### src/rtl/ct_split_pkg.sv
// Shared types for the packet-aware 1-to-NO splitter.
package ct_pkg;

    typedef enum logic {
        S_FIRST = 1'b0,
        S_BODY  = 1'b1
    } ct_split_state_t;

endpackage

### src/rtl/ct_bcast_tracker.sv
// Broadcast handshake tracker: remembers which outputs already took the
// current beat and releases the upstream beat once every selected output has it.
module ct_bcast_tracker #(
    parameter int NO = 2
) (
    input  logic          clk,
    input  logic          reset_n,
    input  logic          i_valid,
    input  logic [NO-1:0] cur_mask,
    input  logic [NO-1:0] i_ready,
    output logic [NO-1:0] o_valid,
    output logic          o_ready,
    output logic          xfer,
    output logic [NO-1:0] done
);

    logic [NO-1:0] done_reg;
    logic [NO-1:0] accept;

    genvar gi;
    generate
        for (gi = 0; gi < NO; gi++) begin : g_port
            // A port that already took the beat goes quiet while others stall.
            assign o_valid[gi] = reset_n & i_valid & cur_mask[gi] & ~done_reg[gi];
            assign accept[gi]  = o_valid[gi] & i_ready[gi];
        end
    endgenerate

    // Ready is independent of i_valid so upstream may wait for it.
    assign o_ready = reset_n & (&(done_reg | i_ready | ~cur_mask));
    assign xfer    = i_valid & o_ready;
    assign done    = done_reg;

    always_ff @(posedge clk or negedge reset_n) begin
        if (!reset_n) begin
            done_reg <= '0;
        end else if (xfer) begin
            done_reg <= '0;
        end else begin
            done_reg <= done_reg | accept;
        end
    end

endmodule

### src/rtl/ct_split.sv
// Packet-aware 1-to-NO splitter: destination mask is latched on the first beat
// and held until eop; data and eop fan out combinationally to every port.
module ct_split
    import ct_pkg::*;
#(
    parameter int NO    = 2,
    parameter int WIDTH = 1
) (
    input  logic                clk,
    input  logic                reset_n,
    input  logic [WIDTH-1:0]    i_data,
    input  logic                i_valid,
    output logic                o_ready,
    input  logic                i_eop,
    input  logic [NO-1:0]       i_mask,
    output logic [NO*WIDTH-1:0] o_data,
    output logic [NO-1:0]       o_valid,
    input  logic [NO-1:0]       i_ready,
    output logic [NO-1:0]       o_eop
);

    ct_split_state_t state_reg;
    logic [NO-1:0]   mask_reg;
    logic [NO-1:0]   cur_mask;
    logic [NO-1:0]   done;
    logic            xfer;

    assign cur_mask = (state_reg == S_FIRST) ? i_mask : mask_reg;

    ct_bcast_tracker #(.NO(NO)) u_tracker (
        .clk      (clk),
        .reset_n  (reset_n),
        .i_valid  (i_valid),
        .cur_mask (cur_mask),
        .i_ready  (i_ready),
        .o_valid  (o_valid),
        .o_ready  (o_ready),
        .xfer     (xfer),
        .done     (done)
    );

    genvar gi;
    generate
        for (gi = 0; gi < NO; gi++) begin : g_fanout
            assign o_data[gi*WIDTH +: WIDTH] = i_data;
            assign o_eop[gi]                 = i_eop;
        end
    endgenerate

    always_ff @(posedge clk or negedge reset_n) begin
        if (!reset_n) begin
            state_reg <= S_FIRST;
            mask_reg  <= '0;
        end else if (xfer) begin
            case (state_reg)
                S_FIRST: begin
                    if (!i_eop) begin
                        state_reg <= S_BODY;
                        mask_reg  <= i_mask;
                    end
                end
                S_BODY: begin
                    if (i_eop) begin
                        state_reg <= S_FIRST;
                    end
                end
                default: state_reg <= S_FIRST;
            endcase
        end
    end

`ifndef SYNTHESIS
    // Once some outputs hold a first beat, re-steering it would corrupt delivery.
    a_mask_stable: assert property (@(posedge clk) disable iff (!reset_n)
        (state_reg == S_FIRST && done != '0) |-> $stable(i_mask))
        else $error("ct_split: i_mask changed while first beat partially delivered");
`endif

endmodule

### config.mk
export PLATFORM = sky130hd
export DESIGN_NAME = ct_split
export DESIGN_NICKNAME = d
export VERILOG_FILES = /design/src/rtl/ct_split_pkg.sv /design/src/rtl/ct_bcast_tracker.sv /design/src/rtl/ct_split.sv
export SDC_FILE = /design/constraint.sdc
export NUM_CORES = 1
export LEC_CHECK = 0
export ABC_CLOCK_PERIOD_IN_PS = 1400
export CAP_MARGIN = 10
export CELL_PAD_IN_SITES_DETAIL_PLACEMENT = 1
export CELL_PAD_IN_SITES_GLOBAL_PLACEMENT = 1
export CORE_AREA = 10 10 47 49
export CTS_BUF_LIST = sky130_fd_sc_hd__clkbuf_8
export CTS_CLUSTER_SIZE = 8
export DETAILED_ROUTE_END_ITERATION = 7
export DIE_AREA = 0 0 57 59
export PLACE_DENSITY = 0.77
export SLEW_MARGIN = 25
export SYNTH_ARGS = -nofsm -noshare
export SYNTH_HDL_FRONTEND = slang
export SYNTH_SLANG_ARGS = --single-unit
### constraint.sdc
create_clock -name clk -period 1.4 [get_ports clk]
set_input_delay 0.35 -clock clk [delete_from_list [all_inputs] [get_ports clk]]
set_output_delay 0.35 -clock clk [all_outputs]
set_load 0.02 [all_outputs]
==> impl_metrics.env <==
export IMPL_io_buffer_count=12
export IMPL_vias_per_cell=4.61
export IMPL_ant_nets=0
export IMPL_yosysSeqAreaShare_pct=41.8
export IMPL_synth_cell_types=13
export IMPL_holdWs_ns=0.225
export IMPL_cp_max_fo=3
export IMPL_grt_pass1_wl_mm=1.66
export IMPL_yosys_top_cells_area="dfrtp_1 (42%), buf_4 (10%), mux2_1 (7.5%)"
export IMPL_wl_mm=1.09
export IMPL_period_share_pct=129
export IMPL_status="finished with violations"
export IMPL_fillerInstances=171
export IMPL_wl_per_cell_um=15.8
export IMPL_cts_tree="yes"
export IMPL_critPathLaunchType="register"
export IMPL_track_usage_pct=6.54
export IMPL_irDropWorstVdd_mv=0.753
export IMPL_die_y_um=59
export IMPL_drtIter0Drc=4
export IMPL_cts_hold_buf=0
export IMPL_crit_path_start="state_reg"
export IMPL_critPathRequiredTime_ns=1.05
export IMPL_drc_errors=0
export IMPL_overflow=0
export IMPL_setup_slack_ns=-0.400
export IMPL_tightest_slew_ns=0.223
export IMPL_cp_depth=4
export IMPL_r2r_start="state_reg"
export IMPL_synth_cell_area_um2=299
export IMPL_crit_chain="mux2i_2 -> or3_4 -> and2_4 -> buf_6"
export IMPL_slew_headroom_pct=84.8
export IMPL_max_freq_ghz=0.556
export IMPL_syn_num_nets=38
export IMPL_antenna_cells=0
export IMPL_slew_violations=0
export IMPL_cts_buffers=3
export IMPL_power_density_nw_per_um2=1850
export IMPL_multi_input_area_um2=186
export IMPL_io_pins=16
export IMPL_grt_pass1_vias=369
export IMPL_syn_inst=29
export IMPL_synth_warnings=0
export IMPL_htreeDepth=1
export IMPL_hp_class="in2async"
export IMPL_clk_pin_slew_ns=0.04
export IMPL_drv_cap=0
export IMPL_finClkSkew_ns=0.00101
export IMPL_rsz0062_at_grt="yes"
export IMPL_core_region_area_um2=1400
export IMPL_insertion_delay_ns=0.22
export IMPL_cpMaxStageDelayCell="dfrtp_1"
export IMPL_avgSynthCellArea_um2=10.3
export IMPL_setup_viol=7
export IMPL_dr_pass1_iters=4
export IMPL_gp_congestion=0.819
export IMPL_regArea_um2=125
export IMPL_critPathMaxStageDelay_ns=0.42
export IMPL_worstSetupEndpointType="output port"
export IMPL_syn_to_final_growth_pct=92.5
export IMPL_antenna_found_initial=0
export IMPL_start_util_pct=21.3
export IMPL_num_vias=318
export IMPL_ys_ff_latch=5
export IMPL_crit_type="reg2out"
export IMPL_floorplan_rows=14
export IMPL_regToRegSetupSlack_ns=-0.31
export IMPL_power_w=0.00107
export IMPL_yosysTopAreaCellShare_pct=41.8
export IMPL_cts_root_buffer="clkbuf_8"
export IMPL_dieArea_um2=3360
export IMPL_cts_sinks=5
export IMPL_fin_nets=63
export IMPL_path_buf_inv=1
export IMPL_dp_slack_ns=-0.902
export IMPL_power_leakage_nw=0.275
export IMPL_drive_gt1_share_pct=60.4
export IMPL_cts_buffer_depth=2
export IMPL_period_minus_slack_ns=1.80
export IMPL_final_hold_violation_count=0
export IMPL_grt_max_degree=7
export IMPL_synth_largest_area_cell="dfrtp_1"
export IMPL_violations="setup timing"
export IMPL_cp_top_family="simple AND/OR/NAND/NOR gates"
export IMPL_r2r_cells=6
export IMPL_die_x_um=57
export IMPL_crit_arrival_ns=1.45
export IMPL_fin_util_pct=41.1
## metal layers
layer | GRT usage, % | routed length, um | up-vias
met4 | 6.04 | 33 | 0
met3 | 2.58 | 71 | 5
met5 | 0 | 0 | -
met2 | 9.77 | 519 | 14
li1 | - | - | 151
met1 | 6.94 | 466 | 148
## kinds of logic after synthesis
logic type,share of synthesized area [%]
compound gates,14.6
buf+inv,10.0
simple gates,19.2
mux,14.2
flops,41.8
## cells in the mapped netlist, drive strengths merged
cell type  instances
o31a               1
dfrtp              5
a21oi              3
nand2              1
a31oi              3
nor3               2
nand4              1
mux2i              2
buf                4
and2               1
or3                1
nor2               3
mux2               2
## path summary, 6_finish.rpt
kind                                          end
worst max register to register        mask_reg[1]
max in group asynchronous               state_reg
min in group clk                u_tracker.done[1]
worst min-delay path            u_tracker.done[0]
worst max-delay path                      o_ready
worst min register to register        mask_reg[0]
## area by class of cell
class	count	area share [%]
timing repair buffer	24	34.6
clock inverter	1	0.652
tap	16	3.48
multi-input combinational	20	32.4
sequential	5	21.7
clock buffer	3	7.17
## metrics by stage
stage | TNS [ns] | instance area (um^2) | std cells
6_report | -1.60 | 576 | 69
5_1_grt | -1.99 | 576 | 69
4_1_cts | -1.27 | 548 | 68
3_5_place_dp | -5.33 | 489 | 63
3_3_place_gp | -5.26 | 489 | 63
2_1_floorplan | -0.110 | 304 | 29
## repair_timing
item / 4_1_cts / 5_1_grt
endpoints found under the setup margin: 10 / 7
setup buffers: 2 / 1
pin swaps: 3 / 3
resized for setup: 33 / 5
## layout by cell type, fill, tap and decap left out, drive strengths merged
master         count
a21oi              3
a31oi              3
and2               1
buf               17
clkbuf             3
clkdlybuf4s50      3
dfrtp              5
dlygate4sd2        3
dlymetal6s2s       1
inv                1
mux2               2
mux2i              2
nand2              1
nand4              1
nor2               3
nor3               2
o31a               1
or3                1
## power breakdown
part	switching, W	internal [W]
logic	0.000216	0.000322
clock network	0.0000801	0.000189
registers	0.0000525	0.000206
total	0.000349	0.000717
Power figures use the tool's default switching activity.
